File: src/rtl/nn_param_chain_loader_pkg.sv
// Shared types, command encodings and chain index helpers for the neuron
// parameter chain loader.
package nn_param_pkg;

    // Loader FSM states
    typedef enum logic [1:0] {
        StIdle = 2'd0,
        StLoad = 2'd1,
        StDone = 2'd2,
        StRead = 2'd3
    } state_e;

    // Host command encodings
    localparam logic [1:0] CMD_NOP   = 2'b00;
    localparam logic [1:0] CMD_LOAD  = 2'b01;
    localparam logic [1:0] CMD_READ  = 2'b10;
    localparam logic [1:0] CMD_ABORT = 2'b11;

    // Chain position of weight i of neuron n
    function automatic int unsigned w_idx(input int unsigned n, input int unsigned i,
                                          input int unsigned n_inputs = 4);
        return n * (n_inputs + 2) + i;
    endfunction

    // Chain position of the bias of neuron n
    function automatic int unsigned b_idx(input int unsigned n,
                                          input int unsigned n_inputs = 4);
        return n * (n_inputs + 2) + n_inputs;
    endfunction

    // Chain position of the threshold of neuron n
    function automatic int unsigned th_idx(input int unsigned n,
                                           input int unsigned n_inputs = 4);
        return n * (n_inputs + 2) + n_inputs + 1;
    endfunction

endpackage

File: src/rtl/nn_param_chain_loader_if.sv
// Host word interface of the parameter loader: command, serial word
// handshake and readback stream.
interface nn_param_chain_loader_if #(
    parameter int unsigned DATA_W = 8
);
    logic [1:0]        cmd;
    logic [DATA_W-1:0] data_in;
    logic              in_valid;
    logic              in_ready;
    logic [DATA_W-1:0] rd_data;
    logic              rd_valid;

    modport master (
        output cmd, data_in, in_valid,
        input  in_ready, rd_data, rd_valid
    );

    modport slave (
        input  cmd, data_in, in_valid,
        output in_ready, rd_data, rd_valid
    );
endinterface

File: src/rtl/nn_param_chain_loader_chain.sv
// Parameter shift chain: words enter at the tail and move toward index 0;
// rotation feeds the head word back into the tail.
module nn_param_chain #(
    parameter int unsigned DEPTH  = 24,
    parameter int unsigned DATA_W = 8
) (
    input  logic                    clk,
    input  logic                    reset,
    input  logic                    shift_en,
    input  logic                    rotate_en,
    input  logic [DATA_W-1:0]       din,
    output logic [DEPTH*DATA_W-1:0] q
);
    logic [DATA_W-1:0] c_q [DEPTH];

    // Shift or rotate the whole chain by one word; hold otherwise
    always_ff @(posedge clk) begin
        if (reset) begin
            for (int k = 0; k < int'(DEPTH); k++) begin
                c_q[k] <= '0;
            end
        end else if (shift_en || rotate_en) begin
            for (int k = 0; k < int'(DEPTH) - 1; k++) begin
                c_q[k] <= c_q[k+1];
            end
            c_q[DEPTH-1] <= rotate_en ? c_q[0] : din;
        end
    end

    for (genvar k = 0; k < int'(DEPTH); k++) begin : g_tap
        assign q[k*DATA_W +: DATA_W] = c_q[k];
    end

endmodule

File: src/rtl/nn_param_chain_loader.sv
// Serial loader for a layer's neuron parameter store (weights, bias,
// threshold). Optional non-destructive readback is built when the macro
// NN_PARAM_READBACK_EN is defined.
module nn_param_chain_loader
    import nn_param_pkg::*;
#(
    parameter int unsigned N_NEURONS = 4,
    parameter int unsigned N_INPUTS  = 4,
    parameter int unsigned DATA_W    = 8,
    localparam int unsigned REC      = N_INPUTS + 2,
    localparam int unsigned TOTAL    = N_NEURONS * REC,
    localparam int unsigned CNT_W    = $clog2(TOTAL + 1)
) (
    input  logic                                clk,
    input  logic                                reset,
    nn_param_chain_loader_if.slave              bus,
    output logic [N_NEURONS*N_INPUTS*DATA_W-1:0] weights,
    output logic [N_NEURONS*DATA_W-1:0]         bias,
    output logic [N_NEURONS*DATA_W-1:0]         thresh,
    output logic                                params_valid,
    output logic                                busy,
    output logic [CNT_W-1:0]                    load_count,
    output logic                                err_overrun
);
    localparam logic [CNT_W-1:0] LAST_CNT  = CNT_W'(TOTAL - 1);

    state_e             state_q;
    logic [CNT_W-1:0]   load_count_q;
    logic               in_ready_q;
    logic               busy_q;
    logic               params_valid_q;
    logic               err_overrun_q;
    logic               shift_en;
    logic               rotate_en;
    logic [TOTAL*DATA_W-1:0] chain_q;

`ifdef NN_PARAM_READBACK_EN
    localparam logic [CNT_W-1:0] TOTAL_CNT = CNT_W'(TOTAL);
    logic [DATA_W-1:0]  rd_data_q;
    logic               rd_valid_q;
    logic [CNT_W-1:0]   rd_cnt_q;
`endif

    // A word is taken only in LOAD and only when no restart/abort is issued
    assign shift_en = (state_q == StLoad) && bus.in_valid &&
                      (bus.cmd != CMD_LOAD) && (bus.cmd != CMD_ABORT);

`ifdef NN_PARAM_READBACK_EN
    // The first rotation coincides with the read command so rd_data lands a cycle later
    assign rotate_en = ((state_q == StDone) && (bus.cmd == CMD_READ)) ||
                       ((state_q == StRead) && (rd_cnt_q != TOTAL_CNT) &&
                        (bus.cmd != CMD_ABORT));
`else
    assign rotate_en = 1'b0;
`endif

    nn_param_chain #(
        .DEPTH  (TOTAL),
        .DATA_W (DATA_W)
    ) u_chain (
        .clk       (clk),
        .reset     (reset),
        .shift_en  (shift_en),
        .rotate_en (rotate_en),
        .din       (bus.data_in),
        .q         (chain_q)
    );

    // FSM, word counter and registered status outputs
    always_ff @(posedge clk) begin
        if (reset) begin
            state_q        <= StIdle;
            load_count_q   <= '0;
            in_ready_q     <= 1'b0;
            busy_q         <= 1'b0;
            params_valid_q <= 1'b0;
            err_overrun_q  <= 1'b0;
`ifdef NN_PARAM_READBACK_EN
            rd_data_q      <= '0;
            rd_valid_q     <= 1'b0;
            rd_cnt_q       <= '0;
`endif
        end else begin
            // Sticky overrun flag, cleared by a new load command
            if (bus.cmd == CMD_LOAD) begin
                err_overrun_q <= 1'b0;
            end else if (bus.in_valid && !in_ready_q) begin
                err_overrun_q <= 1'b1;
            end
`ifdef NN_PARAM_READBACK_EN
            rd_valid_q <= 1'b0;
`endif
            if (bus.cmd == CMD_ABORT) begin
                state_q        <= StIdle;
                load_count_q   <= '0;
                in_ready_q     <= 1'b0;
                busy_q         <= 1'b0;
                params_valid_q <= 1'b0;
            end else begin
                unique case (state_q)
                    StIdle: begin
                        if (bus.cmd == CMD_LOAD) begin
                            state_q      <= StLoad;
                            load_count_q <= '0;
                            in_ready_q   <= 1'b1;
                            busy_q       <= 1'b1;
                        end
                    end
                    StLoad: begin
                        if (bus.cmd == CMD_LOAD) begin
                            load_count_q <= '0;
                        end else if (bus.in_valid) begin
                            load_count_q <= load_count_q + 1'b1;
                            if (load_count_q == LAST_CNT) begin
                                state_q        <= StDone;
                                in_ready_q     <= 1'b0;
                                busy_q         <= 1'b0;
                                params_valid_q <= 1'b1;
                            end
                        end
                    end
                    StDone: begin
                        if (bus.cmd == CMD_LOAD) begin
                            state_q        <= StLoad;
                            load_count_q   <= '0;
                            in_ready_q     <= 1'b1;
                            busy_q         <= 1'b1;
                            params_valid_q <= 1'b0;
                        end
`ifdef NN_PARAM_READBACK_EN
                        else if (bus.cmd == CMD_READ) begin
                            state_q        <= StRead;
                            busy_q         <= 1'b1;
                            params_valid_q <= 1'b0;
                            rd_data_q      <= chain_q[DATA_W-1:0];
                            rd_valid_q     <= 1'b1;
                            rd_cnt_q       <= CNT_W'(1);
                        end
`endif
                    end
`ifdef NN_PARAM_READBACK_EN
                    StRead: begin
                        // After TOTAL rotations the chain is back in load order
                        if (rd_cnt_q == TOTAL_CNT) begin
                            state_q        <= StDone;
                            busy_q         <= 1'b0;
                            params_valid_q <= 1'b1;
                        end else begin
                            rd_data_q  <= chain_q[DATA_W-1:0];
                            rd_valid_q <= 1'b1;
                            rd_cnt_q   <= rd_cnt_q + 1'b1;
                        end
                    end
`endif
                    default: begin
                        state_q <= StIdle;
                    end
                endcase
            end
        end
    end

    assign bus.in_ready = in_ready_q;
    assign params_valid = params_valid_q;
    assign busy         = busy_q;
    assign load_count   = load_count_q;
    assign err_overrun  = err_overrun_q;

`ifdef NN_PARAM_READBACK_EN
    assign bus.rd_data  = rd_data_q;
    assign bus.rd_valid = rd_valid_q;
`else
    assign bus.rd_data  = '0;
    assign bus.rd_valid = 1'b0;
`endif

    // Parameter buses are direct taps of the chain
    for (genvar n = 0; n < int'(N_NEURONS); n++) begin : g_neuron
        for (genvar i = 0; i < int'(N_INPUTS); i++) begin : g_weight
            localparam int unsigned WI = w_idx(n, i, N_INPUTS);
            assign weights[(n*N_INPUTS+i)*DATA_W +: DATA_W] = chain_q[WI*DATA_W +: DATA_W];
        end
        localparam int unsigned BI = b_idx(n, N_INPUTS);
        localparam int unsigned TI = th_idx(n, N_INPUTS);
        assign bias[n*DATA_W +: DATA_W]   = chain_q[BI*DATA_W +: DATA_W];
        assign thresh[n*DATA_W +: DATA_W] = chain_q[TI*DATA_W +: DATA_W];
    end

endmodule
File: src/flat_wrapper.sv
// flat-port wrapper written by rule: the top's interface ports become plain ports
module nn_param_chain_loader_flat import nn_param_pkg::*;
#(
    parameter int unsigned N_NEURONS = 4,
    parameter int unsigned N_INPUTS  = 4,
    parameter int unsigned DATA_W    = 8,
    localparam int unsigned REC      = N_INPUTS + 2,
    localparam int unsigned TOTAL    = N_NEURONS * REC,
    localparam int unsigned CNT_W    = $clog2(TOTAL + 1)
)
  (clk, reset, weights, bias, thresh, params_valid, busy, load_count, err_overrun, bus_cmd, bus_data_in, bus_in_valid, bus_in_ready, bus_rd_data, bus_rd_valid);
  nn_param_chain_loader_if #(.DATA_W(DATA_W)) bus_i ();
  input  logic clk;
  input  logic reset;
  output logic [N_NEURONS*N_INPUTS*DATA_W-1:0] weights;
  output logic [N_NEURONS*DATA_W-1:0] bias;
  output logic [N_NEURONS*DATA_W-1:0] thresh;
  output logic params_valid;
  output logic busy;
  output logic [CNT_W-1:0] load_count;
  output logic err_overrun;
  input wire logic [$bits(bus_i.cmd)-1:0] bus_cmd;
  input wire logic [$bits(bus_i.data_in)-1:0] bus_data_in;
  input wire logic [$bits(bus_i.in_valid)-1:0] bus_in_valid;
  output wire logic [$bits(bus_i.in_ready)-1:0] bus_in_ready;
  output wire logic [$bits(bus_i.rd_data)-1:0] bus_rd_data;
  output wire logic [$bits(bus_i.rd_valid)-1:0] bus_rd_valid;
  assign bus_i.cmd = bus_cmd;
  assign bus_i.data_in = bus_data_in;
  assign bus_i.in_valid = bus_in_valid;
  assign bus_in_ready = bus_i.in_ready;
  assign bus_rd_data = bus_i.rd_data;
  assign bus_rd_valid = bus_i.rd_valid;
  nn_param_chain_loader #(.N_NEURONS(N_NEURONS), .N_INPUTS(N_INPUTS), .DATA_W(DATA_W)) u_core (.clk(clk), .reset(reset), .bus(bus_i), .weights(weights), .bias(bias), .thresh(thresh), .params_valid(params_valid), .busy(busy), .load_count(load_count), .err_overrun(err_overrun));
endmodule
File: config.mk
export PLATFORM = sky130hd
export DESIGN_NAME = nn_param_chain_loader_flat
export DESIGN_NICKNAME = d
export VERILOG_FILES = /design/src/rtl/nn_param_chain_loader_pkg.sv /design/src/rtl/nn_param_chain_loader_if.sv /design/src/rtl/nn_param_chain_loader_chain.sv /design/src/rtl/nn_param_chain_loader.sv /design/src/flat_wrapper.sv
export SDC_FILE = /design/constraint.sdc
export NUM_CORES = 1
export LEC_CHECK = 0
export CORE_MARGIN = 2
export CORE_UTILIZATION = 50
export DETAILED_ROUTE_END_ITERATION = 10
export PLACE_DENSITY_LB_ADDON = 0.1
export RECOVER_POWER = 50
export SLEW_MARGIN = 20
export SYNTH_ARGS = -nofsm -noshare
export SYNTH_HDL_FRONTEND = slang
export SYNTH_SLANG_ARGS = --single-unit
export TNS_END_PERCENT = 30
File: constraint.sdc
create_clock -name clk -period 31.4 [get_ports clk]
set_input_delay 6.28 -clock clk [delete_from_list [all_inputs] [get_ports clk]]
set_output_delay 6.28 -clock clk [all_outputs]
set_load 0.03 [all_outputs]
==> results of run 1 <==
-- metrics by stage --
stage | worst slack, ns | instances
2_1_floorplan | 10.62 | 486
3_3_place_gp | 22.28 | 858
3_5_place_dp | 22.20 | 858
4_1_cts | 22.72 | 898
5_1_grt | 19.77 | 898
6_report | 20.27 | 898
-- worst max-delay path, stage by stage --
cell	delay, ns
dlygate4sd3_1	0.66
nand3b_1	0.19
o21ai_0	2.88
buf_4	1.16
-- final timing paths --
check,from,to,slack [ns]
setup / recovery,bus_in_valid,u_core.u_chain.c_q[0][132],20.27
hold / removal,u_core.params_valid,u_core.params_valid,0.46
setup reg to reg,u_core.state_q[0],u_core.u_chain.c_q[0][132],26.19
hold reg to reg,u_core.params_valid,u_core.params_valid,0.46
-- layer usage --
metal	wire length (um)	GRT usage, %	part of all wire [%]
met1	6140	23.6	40
met5	0	0	0
met3	1480	6.84	9.7
met4	244	4.91	1.6
met2	7440	29.5	49
-- cell families (layout without fill, tap and decap cells) --
kind of cell,Yosys count,in the layout,synth area share (%)
AOI/OAI and AO/OA,16,16,1.34
muxes,1,1,0.130
adders and majority gates,1,1,0.163
DFF,202,202,77.6
buffers and inverters,36,260,2.67
xor gates and xnor gates,1,1,0.114
and+or+nand+nor,220,220,17.9
other,1,9,0.0488
-- where the power goes --
part           switching [mW]  internal [mW]  leakage [nW]  total, mW
Combinational          0.0413         0.0205          1.69     0.0618
Sequential            0.00622          0.309          2.07      0.315
Clock                  0.0993          0.158         0.357      0.257
Total                   0.147          0.487          4.11      0.634
-- state kept, by name (all words and copies together), names as in the netlist --
register             count
u_core.params_valid      1
u_core.busy              1
u_core.u_chain.c_q     192
u_core.state_q           2
u_core.load_count        5
u_core.err_overrun       1
-- final cells by class --
cell class              count  share of cell area (%)
clock buffers              26                    5.53
clock inverters            14                    1.32
inverters                   4                   0.141
multi-input cells         248                    14.4
flip-flops and latches    202                    56.2
well taps                 188                    2.22
repair buffers            216                    20.2
-- cells in the mapped netlist, types with 2 or more instances --
library cell    n
a21oi_1         5
a22o_1          2
a31oi_1         2
and2_1        144
buf_4          10
buf_6           2
clkbuf_1        6
clkbuf_2       13
dfxtp_1        10
edfxtp_1      192
inv_1           4
nand2_1         9
nand2b_1        2
nand3_1         4
nor2_1          2
nor2b_1        52
o21ai_0         4
==> out/qor.yml, run 1 <==
run_status:
  run_status: "finished with violations"
  violations: "capacitance limit, slew limit"
worst_setup_path:
  critPathLaunchType: "primary input"
  crit_path_max_fanout: 86
  crit_type: "in -> reg"
  worstRegToRegCells: 3
  cp_data_arrival_time_ns: 11.23
  endpoint_kind: "flip-flop"
  critical_path_required_ns: 31.50
global_route:
  grt_pass1_wl_um: 23400
  grt_overflow: 0
  grt_max_degree: 148
  grt_pass1_vias: 4445
  globalRouteTotalUtil_pct: 18.3
  antenna_found_initial: 0
timing:
  finalCritPeriodShare_pct: 35.4
  rsz0062_at_grt: "false"
  relSlewSlack_pct: -200
  hold_ws_ns: 0.458
  setup_violations: 0
  drv_slew: 231
  fmax_ghz: 0.0898
  skew_ns: 0.0144
  layout_min_cycle_time_ns: 11.13
  hold_viol: 0
  worstMarginPinSlew_ns: 4.50
  fin_tns_setup_ns: 0
yosys:
  yosysSeqAreaShare_pct: 77.6
  synth_top_area_share_pct: 75.0
  synth_warnings: 0
  ys_async_sr_fraction_pct: 0
  synth_top_area_cell: "edfxtp_1"
  postSynthAreaPerCell_um2: 16.1
  synth_cells: 478
  ys_types: 32
  synth_seq_cells: 202
  syn_area_um2: 7680
  synth_ff_type: "edfxtp_1"
  synth_edf_count: 192
  synth.area.top_cells: "edfxtp_1, and2_1, nor2b_1"
job:
  drv_cap: 3
drt:
  drt_iter0_markers: 298
  vias: 4454
  drc: 0
  routed_wl_um: 15300
  antenna_left: 0
  wl_per_cell_um: 17.0
  via_per_inst: 4.96
  firstDrtPassIters: 4
hold_path:
  whs_path_depth: 2
  worstHoldPathType: "reg -> reg"
cells_and_area:
  final_util_pct: 70.4
  drive_above_1_share_pct: 4.65
  nFillCells: 1059
  finalNetCount: 708
  design_area_um2: 10600
  layout_commonest_cell: "edfxtp_1"
  multi_input_area_um2: 1530
  final_cell_mix: "edfxtp_1, dlygate4sd3_1, and2_1"
  area_delta_synth_final_pct: 38.2
  n_antenna_cell: 0
  seq_area_um2: 5970
place:
  placed_cell_area_um2: 9920
  dp_hpwl_um: 9920
  routabilityCongestion: 0.798
  portBuffers: 213
pwr:
  p_per_area_nw_per_um2: 59.7
  total_power_mw: 0.634
  p_leak_nw: 4.11
  vdd_ir_drop_max_mv: 0.0523
floorplanning:
  rows: 45
  initial_core_util_pct: 50.9
  dieArea_um2: 16400
  die_h_um: 128
  coreArea_um2: 15100
  ios: 223
  die_w_um: 128
clock_tree:
  clock_latency_ns: 0.49
  ctsRootBufferMaster: "clkbuf_16"
  cts.sinks: 202
  ctsLongestPathBuffers: 3
  cts_resized: 0
  cts_buffers: 22
  cts_hold_buffers: 0
  htree_levels: 1
  post_cts_buffers: 0
  path_clk_slew_ns: 0.06
  cts_tree: "yes"
Note: power is estimated with default switching activity, not from simulation.
==> inputs of run 2 (changes only) <==
Settings changed: CORE_UTILIZATION 50 to 47.
Clock period 31.4 ns to 10.6 ns, I/O delays scaled along.
==> run 2 against run 1 <==
The flow still finishes with violations (capacitance limit, slew limit). Clock skew is 0.0062 ns lower. Global-route usage fell by 1.4 points. Setup slack worse by 16 ns. Routed wire length decreased by 0.16%. Non-clock buffer count up 2. Clock power up 150%. First-iteration DRC count is 13% lower. Flip-flop and latch count is the same. Core utilization down 4.2 points. Worst hold slack about the same. Largest cell class unchanged.
==> out/qor.yml, run 2 (synthesized netlist as in run 1, its figures left out) <==
cells_and_area:
  largest_reg_flops: 192  # unchanged
  layout_commonest_cell: "edfxtp_1"
  finalNetCount: 709  # +0.14%
  final_cell_mix: "edfxtp_1, clkdlybuf4s50_1, dlygate4sd3_1"
  seq_area_um2: 5970  # unchanged
  design_area_um2: 10600  # -0.64%
  nFillCells: 1153  # +8.9%
  regMostFlops: "u_core.u_chain.c_q"
  area_delta_synth_final_pct: 37.3
  n_antenna_cell: 0  # unchanged
  multi_input_area_um2: 1530  # about the same
  drive_above_1_share_pct: 4.38  # -0.27 points
clock_tree:
  cts.sinks: 202  # unchanged
  ctsLongestPathBuffers: 3  # unchanged
  cts_resized: 0  # unchanged
  post_cts_buffers: 0  # unchanged
  cts_buffers: 21  # -4.5%
  clock_latency_ns: 0.47  # -0.02 ns
  cts_tree: "yes"
  ctsRootBufferMaster: "clkbuf_16"
  path_clk_slew_ns: 0.06  # about the same
  htree_levels: 1  # unchanged
  cts_hold_buffers: 0  # unchanged
timing:
  skew_ns: 0.00825  # -0.00619 ns
  drv_slew: 218  # -5.6%
  setup_ws_ns: 4.54  # -15.73 ns
  hold_viol: 0  # unchanged
  hold_ws_ns: 0.458  # -0.000392 ns
  layout_min_cycle_time_ns: 6.06
  setup_violations: 0  # unchanged
  finalCritPeriodShare_pct: 57.2
  worstMarginPinSlew_ns: 2.66  # -1.84 ns
  fin_tns_setup_ns: 0  # unchanged
  relSlewSlack_pct: -77.2  # +120 points
  fmax_ghz: 0.165
  rsz0062_at_grt: "false"
pwr:
  p_int_mw: 1.34  # +180%
  vdd_ir_drop_max_mv: 0.107  # +100%
  p_per_area_nw_per_um2: 167  # +180%
  p_sw_mw: 0.416  # +180%
  total_power_mw: 1.76  # +180%
  p_leak_nw: 3.93  # -4.5%
  seq_power_share_pct: 53.0  # +3.3 points
  switching_share_pct: 23.7  # +0.48 points
  pwr-share-clk_pct: 36.3  # -4.3 points
  pwr-share-comb_pct: 10.7  # +0.9 points
global_route:
  grt_pass1_wl_um: 23700  # +1.3%
  grt_pass1_vias: 4452  # +0.16%
  antenna_found_initial: 0  # unchanged
  globalRouteTotalUtil_pct: 16.9  # -1.4 points
  grt_overflow: 0  # unchanged
  grt_max_degree: 89  # -40%
floorplanning:
  rows: 46  # +2.2%
  initial_core_util_pct: 48.2  # -2.7 points
  die_h_um: 132  # +3.0%
  coreArea_um2: 15900  # +5.7%
  dieArea_um2: 17400  # +6.2%
  die_w_um: 132  # +3.0%
  ios: 223  # unchanged
drt:
  routed_wl_um: 15300  # -0.16%
  vias: 4472  # +0.40%
  wl_per_cell_um: 16.5  # -3.0%
  antenna_left: 0  # unchanged
  drc: 0  # unchanged
  firstDrtPassIters: 4  # unchanged
  drt_iter0_markers: 258  # -13%
  via_per_inst: 4.84  # -2.4%
worst_setup_path:
  critPathLaunchType: "primary input"
  crit_path_max_fanout: 78  # -9.3%
  r2r_start: "u_core.state_q[0]"
  crit_type: "in -> reg"
  startpoint: "reset"
  critical_path_required_ns: 10.69  # -20.81 ns
  endpoint_kind: "flip-flop"
  cp_data_arrival_time_ns: 6.15  # -5.08 ns
place:
  placed_cell_area_um2: 9960  # +0.43%
  pre_cts_ws_ns: 5.36  # -16.85 ns
  portBuffers: 213  # unchanged
  dp_hpwl_um: 10100  # +1.7%
  routabilityCongestion: 0.826  # +3.5%
job:
  drv_cap: 4  # +1
hold_path:
  hold_path.startpoint: "u_core.params_valid"
  worstHoldPathType: "reg -> reg"
run_status:
  violations: "capacitance limit, slew limit"
  run_status: "finished with violations"
==> run 2: path summary, 6_finish.rpt <==
kind,end,slack (ns),cells after the start
worst min register to register,u_core.params_valid,0.46,2
worst max register to register,u_core.u_chain.c_q[0][98],6.61,4
worst max-delay path,u_core.u_chain.c_q[0][98],4.54,5
worst min-delay path,u_core.params_valid,0.46,2
==> run 2: final cells by class <==
type                    count  share of cell area (%)
repair buffers            218                    20.6
well taps                 216                    2.56
clock inverters             9                   0.415
inverters                   4                   0.142
multi-input cells         248                    14.5
flip-flops and latches    202                    56.5
clock buffers              27                    5.19
==> run 2: through the flow <==
step,instances,util (%)
2_1_floorplan,486,-
3_3_place_gp,887,62.5
3_5_place_dp,887,62.5
4_1_cts,923,66.2
5_1_grt,924,66.2
6_report,924,66.2
==> run 2: power groups by stage <==
stage	Sequential, mW	Combinational (mW)	Clock (mW)
after global placement	0.950	0.194	0
after global routing	0.938	0.197	0.690
after CTS	0.934	0.196	0.658
final	0.933	0.188	0.638
after detailed placement	0.950	0.196	0
after floorplan	1.03	0.0359	0
==> run 2: metal layers <==
metal / share of wire (%) / wire, um / vias to the layer above / GRT usage (%)
met5: 0 / 0 / - / 0
met4: 2.3 / 345 / 0 / 5.31
met3: 10 / 1550 / 35 / 6.69
met2: 48 / 7370 / 187 / 28.2
met1: 39 / 6020 / 2173 / 20.3
li1: - / - / 2077 / -
==> run 2: worst max-delay path, cell delays in order <==
cell,delay [ns]
clkbuf_1,1.46
inv_1,0.43
o21ai_0,1.04
buf_16,0.24
buf_4,0.78
